$ cat config.mk
export PLATFORM = sky130hd
export DESIGN_NAME = exc_seq
export DESIGN_NICKNAME = d
export VERILOG_FILES = /design/src/rtl/exc_seq.sv
export SDC_FILE = /design/constraint.sdc
export NUM_CORES = 1
export LEC_CHECK = 0
export CAP_MARGIN = 25
export CORE_MARGIN = 4
export CORE_UTILIZATION = 37
export CTS_CLUSTER_DIAMETER = 50
export CTS_CLUSTER_SIZE = 10
export DETAILED_ROUTE_END_ITERATION = 16
export MAX_ROUTING_LAYER = met4
export PLACE_DENSITY = 0.91
export SLEW_MARGIN = 20
export SYNTH_ARGS = -nofsm -noshare
export SYNTH_HDL_FRONTEND = slang
export SYNTH_SLANG_ARGS = --single-unit
$ cat constraint.sdc
create_clock -name clk -period 4.37 [get_ports clk]
set_input_delay 0.874 -clock clk [delete_from_list [all_inputs] [get_ports clk]]
set_output_delay 0.874 -clock clk [all_outputs]
set_load 0.1 [all_outputs]
$ cat src/rtl/exc_seq.sv
// Exception/interrupt sequencer: flushes for a drain window, then redirects the PC to the handler or to EPC on ERET.
// Optional taken-interrupt counter enabled by defining EXC_SEQ_CNT_EN.
module exc_seq #(
  parameter logic [31:0] HANDLER_ADDR = 32'h0000_4180,
  parameter int unsigned DRAIN_CYCLES = 2,
  parameter int unsigned CNT_W        = 4
) (
  input  logic        clk,
  input  logic        reset,
  input  logic        int_req,
  input  logic        eret_m,
  input  logic        m_valid,
  input  logic        stall,
  input  logic [31:0] pc_m,
  input  logic        bd_m,
  input  logic [31:0] epc,
  output logic [31:0] cp0_pca4,
  output logic        cp0_bd,
  output logic        flush,
  output logic        pc_redirect,
  output logic [31:0] redirect_pc,
  output logic        exl_clr,
  output logic        busy,
  output logic [15:0] int_count
);

  typedef enum logic [1:0] {
    S_IDLE,
    S_DRAIN,
    S_REDIR,
    S_ERET
  } state_t;

  state_t           state;
  logic [CNT_W-1:0] cnt;
  logic             take;
  logic             eret_go;

  always_comb begin
    take    = int_req & m_valid & ~stall;
    eret_go = eret_m & m_valid & ~stall & ~int_req;
  end

  assign cp0_pca4 = pc_m + 32'd4;
  assign cp0_bd   = bd_m;
  assign busy     = (state != S_IDLE);

  always_ff @(posedge clk) begin
    if (reset) begin
      state       <= S_IDLE;
      cnt         <= '0;
      flush       <= 1'b0;
      pc_redirect <= 1'b0;
      redirect_pc <= '0;
      exl_clr     <= 1'b0;
    end else begin
      case (state)
        S_IDLE: begin
          if (take) begin
            state <= S_DRAIN;
            cnt   <= CNT_W'(DRAIN_CYCLES - 1);
            flush <= 1'b1;
          end else if (eret_go) begin
            state       <= S_ERET;
            flush       <= 1'b1;
            pc_redirect <= 1'b1;
            redirect_pc <= epc;
            exl_clr     <= 1'b1;
          end else begin
            flush       <= 1'b0;
            pc_redirect <= 1'b0;
            exl_clr     <= 1'b0;
          end
        end
        // Drain counts down unconditionally; stall only gates entry.
        S_DRAIN: begin
          flush <= 1'b1;
          if (cnt == '0) begin
            state       <= S_REDIR;
            pc_redirect <= 1'b1;
            redirect_pc <= HANDLER_ADDR;
          end else begin
            cnt <= cnt - CNT_W'(1);
          end
        end
        S_REDIR, S_ERET: begin
          state       <= S_IDLE;
          flush       <= 1'b0;
          pc_redirect <= 1'b0;
          exl_clr     <= 1'b0;
        end
        default: begin
          state       <= S_IDLE;
          flush       <= 1'b0;
          pc_redirect <= 1'b0;
          exl_clr     <= 1'b0;
        end
      endcase
    end
  end

`ifdef EXC_SEQ_CNT_EN
  logic [15:0] int_cnt_q;

  always_ff @(posedge clk) begin
    if (reset) begin
      int_cnt_q <= '0;
    end else if (state == S_IDLE && take && int_cnt_q != 16'hFFFF) begin
      int_cnt_q <= int_cnt_q + 16'd1;
    end
  end

  assign int_count = int_cnt_q;
`else
  assign int_count = '0;
`endif

endmodule
* Yosys cells after proc, flatten, opt, wreduce, memory -nomap -nowiden
Index checks and enable logic that the tools add are counted.
Storage, ports and cells: register bits after elaboration 41, logic and storage cells 53
Operators by class: add/subtract/negate cells 2, eq/ne operators 9, multiplexer cells 18, bitwise gates (word level) 7, reductions and logical operators 11
Operators by type and width (number):
- 32-bit two-way mux | 3
- 32-bit one-hot mux with 2 select lines | 1
- 32-bit by 3-bit adder with 32-bit output (second input constant) | 1
- 2-bit inequality test (second input constant) | 5
- 4-bit two-way mux | 2
- 4-bit one-hot mux with 2 select lines | 1
- 2-bit two-way mux | 3
- 1-bit one-hot mux with 3 select lines | 2
- 2-bit one-hot mux with 3 select lines | 1
- 2-bit AND reduction | 3
- 2-bit nonzero test | 3
- 1-bit bitwise AND | 5
- 2-bit == test (second input constant) | 2
- 4-bit logical NOT | 1
- 1-bit two-way mux | 4
- 4-bit AND reduction | 1
- 4-bit by 1-bit subtractor with 4-bit output (second input constant) | 1
- 3-bit inequality test (second input constant) | 1
- 3-bit AND reduction | 1
- 2-bit by 1-bit == test with 1-bit output (second input constant) | 1
- 2-bit logical NOT | 1
- 1-bit NOT | 2
- 1-bit one-hot mux with 2 select lines | 1
- 2-bit OR reduction | 1

* Longest topological paths before layout
depth after elaboration 6, depth in mapped cells 8

* Worst setup path after synthesis
No wires, ideal clock.
path kind input-to-output, start point in pc_m[16], end point out cp0_pca4[22], arrival 3.354 ns, required time 3.496 ns, path slack 0.142 ns, stages on the path 4, path through nand4_2 nor4_2 nand4_1 xnor2_1
Between the ends: cells in the longest elaborated chain, start to end 1
RTL lines:
- start, declared | RTL line 14 | input logic [31:0] pc_m,
- 32-bit by 3-bit adder with 32-bit output | RTL line 44 | assign cp0_pca4 = pc_m + 32'd4;
- end, declared | RTL line 17 | output logic [31:0] cp0_pca4,
No other way between the ends.

* Worst setup path after layout
start point in pc_m[7], end point out cp0_pca4[31]
Same word-level chain as after synthesis.

==> run summary <==
Synth area leader = dfxtp_1
number of flops mapped to enable cells by yosys = 0
DR iter-0 viols = 68
Area Growth Syn to Fin = 70.32%
Placer Congestion = 0.8203
die height = 84.38 µm
ANT cells = 0
fmax = 246.8 MHz
Slowest-stage cell, CP = or4_1
Initial Util = 38.72%
Final min period = 4.052 ns
crit path launch type = input port
vias per cell = 5.000
final instance area = 3676 µm²
Seq cells post-synth = 41
top-count cell post-synth = dfxtp_1
die span in x = 84.38 µm
gr usage total = 18.75%
Worst Tran Pin Value = 1.016 ns
Pleak = 1.429 nW
footprint of the multi-input gates = 1165 µm²
Synth top area share = 38.03%
gr ovfl total = 0
port bufs = 133
worst endpoint required time = 3.50 ns
WL per Instance = 15.72 µm
Register Area = 820.8 µm²
fill count = 437
Area contributors post-synth = dfxtp_1, a22o_1, xnor2_1
unrepaired setup endpoints after global routing = no
top_reg_cell synth = dfxtp_1
post-CTS resize count = 0
number of antenna violations at the first check in global routing = 0
pwr dens = 301.4 nW/µm²
CP endpoint kind = output port
run status = completed
peak supply drop = 262.0 µV
final hold violations = 0
r2r startpoint = cnt[0]
largest net degree at the start of global routing = 30
total CTS buffers = 5
clk root buf = clkbuf_8
Hold Buf Count CTS = 0
Final ANT Viol Nets = 0
cell family with most CP delay = simple AND/OR/NAND/NOR gates
DP Area = 3587 µm²
Max-slew headroom = 32.05%
Yosys warnings = 0
Syn Area/Cell = 9.343 µm²
setup violators final = 0
HP Class = reg2reg
Cell variety after synth = 38
crit-path max cell delay = 0.74 ns
Rows = 27
Post-CTS Setup Bufs = 0
DR pass1 iterations = 4
Max-cap violations = 0
Period Utilization, post-route = 92.72%
via count = 2,165
first-pass GRT wire length = 10,620 µm
worst r2r path cells = 6
worst-case clock buffer depth = 2
number of global-route vias before repair = 2,102
die area = 7119 µm²
post-synthesis instance total = 231
CTS sink cnt = 41
Max Slew Vio Count = 0
Net count, final = 434
flop-to-flop setup slack = 2.26 ns
DRT Wirelength = 6808 µm
worst r2r dst = redirect_pc[11]
clock-pin slew on the worst setup and hold paths = 0.07 ns
Critical Path Sink = cp0_pca4[31]
Setup TNS = 0 ns
buffers plus inverters on the worst setup path = 2
crit path launch = pc_m[7]
CP Depth = 6
cell breakdown of the critical path = clkdlybuf4s50_1 -> nand4_1 -> or4_1 -> nor4b_4 -> xor2_1 -> buf_12
Worst EP arrival = 3.18 ns
clk_lat worst skew = 0.29 ns
Final Power = 1.108 mW
Setup Crit Path Kind = in2out
Fin Clk Skew = 0.005981 ns
CTS tree = built
htree depth = 2
layout cell share with drive strength beyond 1 = 14.68%
post-synthesis sequential area ratio = 38.03%
DRC violations left = 0
IO Count = 156
core area = 5574 µm²
Post-synth ARST share = 0%
post-synthesis instance area = 2158 µm²
DP Wirelength = 5632 µm
Critical Path Fanout Max = 9
top cells by count, synth = dfxtp_1, a22o_1, buf_4
power breakdown:
| part | internal [mW] | leakage (nW) | switching (mW) |
|---|---|---|---|
| clock network | 0.112 | 0.0374 | 0.129 |
| logic | 0.137 | 1.06 | 0.334 |
| registers | 0.387 | 0.332 | 0.00842 |
| total | 0.636 | 1.43 | 0.472 |
per-layer routing:
metal  vias to the layer above  share of wire [%]  GRT usage, %
met3                         9                5.0         3.140
met1                      1018                 38         20.27
met5                         -                  0             -
li1                       1057                  -             -
met2                        81                 56         35.08
met4                         0                1.3         5.180
worst reg2reg max path: stages (launching register included):
cell and delay (ns):
dfxtp_1 0.32, inv_1 0.10, ha_1 0.15, or3b_1 0.37, and2_1 0.21, o31a_2 0.52
a22o_1 0.33
flip-flops by register name, indices dropped and copies added (netlist names):
name,count
cnt,4
exl_clr,1
flush,1
pc_redirect,1
redirect_pc,32
state,2
metrics by stage:
| step | cells | utilization, % | worst slack [ns] | hold WS, ns |
|---|---|---|---|---|
| 2_1_floorplan | 246 | - | 0.1420 | 0.4524 |
| 3_3_place_gp | 425 | 64.35 | 0.3754 | 0.4604 |
| 3_5_place_dp | 425 | 64.35 | 0.3243 | 0.4632 |
| 4_1_cts | 433 | 65.93 | 0.3277 | 0.4865 |
| 5_1_grt | 433 | 65.95 | 0.2052 | 0.5050 |
| 6_report | 433 | 65.95 | 0.3180 | 0.4783 |
area by class of cell:
cell class | instances | area share, %
clock buffer | 6 | 1.974
sequential | 41 | 22.33
clock inverter | 2 | 0.4084
tap | 72 | 2.451
timing repair buffer | 135 | 40.03
multi-input combinational | 166 | 31.69
inverter | 11 | 1.123
cell families (layout without fill, tap and decap cells):
kind of cell / after synthesis / count (layout) / share of synthesized area, %
compound gates: 46 / 46 / 17.45
xor+xnor: 28 / 28 / 11.36
fa+ha+maj: 3 / 3 / 1.739
buf+inv: 39 / 154 / 10.78
flops: 41 / 41 / 38.03
other cells: 1 / 16 / 0.1737
simple gates: 73 / 73 / 20.46
placed cells by master (no fill, tap or decap), drive strengths merged, types with 3 or more instances in the layout:
cell type | synthesis | routed
xnor2 | 19 | 19
o221a | 3 | 3
inv | 11 | 11
a22o | 29 | 29
nor4 | 5 | 5
ha | 3 | 3
xor2 | 9 | 9
nand3 | 11 | 11
nor3 | 5 | 5
or3 | 5 | 5
nand2 | 14 | 14
clkbuf | 4 | 6
nand4 | 11 | 11
conb | 1 | 16
a211oi | 3 | 3
a21oi | 5 | 5
nor2 | 9 | 9
dfxtp | 41 | 41
buf | 24 | 32
clkdlybuf4s50 | 0 | 103
worst min path at each step:
stage / startpoint / slack, ns / endpoint / cells after the start
floorplan: cnt[3] / 0.45 / cnt[3] / 2
global placement: redirect_pc[5] / 0.46 / redirect_pc[5] / 1
detailed placement: redirect_pc[1] / 0.46 / redirect_pc[1] / 1
CTS: pc_redirect / 0.49 / pc_redirect / 2
global route: redirect_pc[22] / 0.51 / redirect_pc[22] / 1
finish: pc_redirect / 0.48 / pc_redirect / 2
No activity file was read; power rests on OpenSTA's default activity.
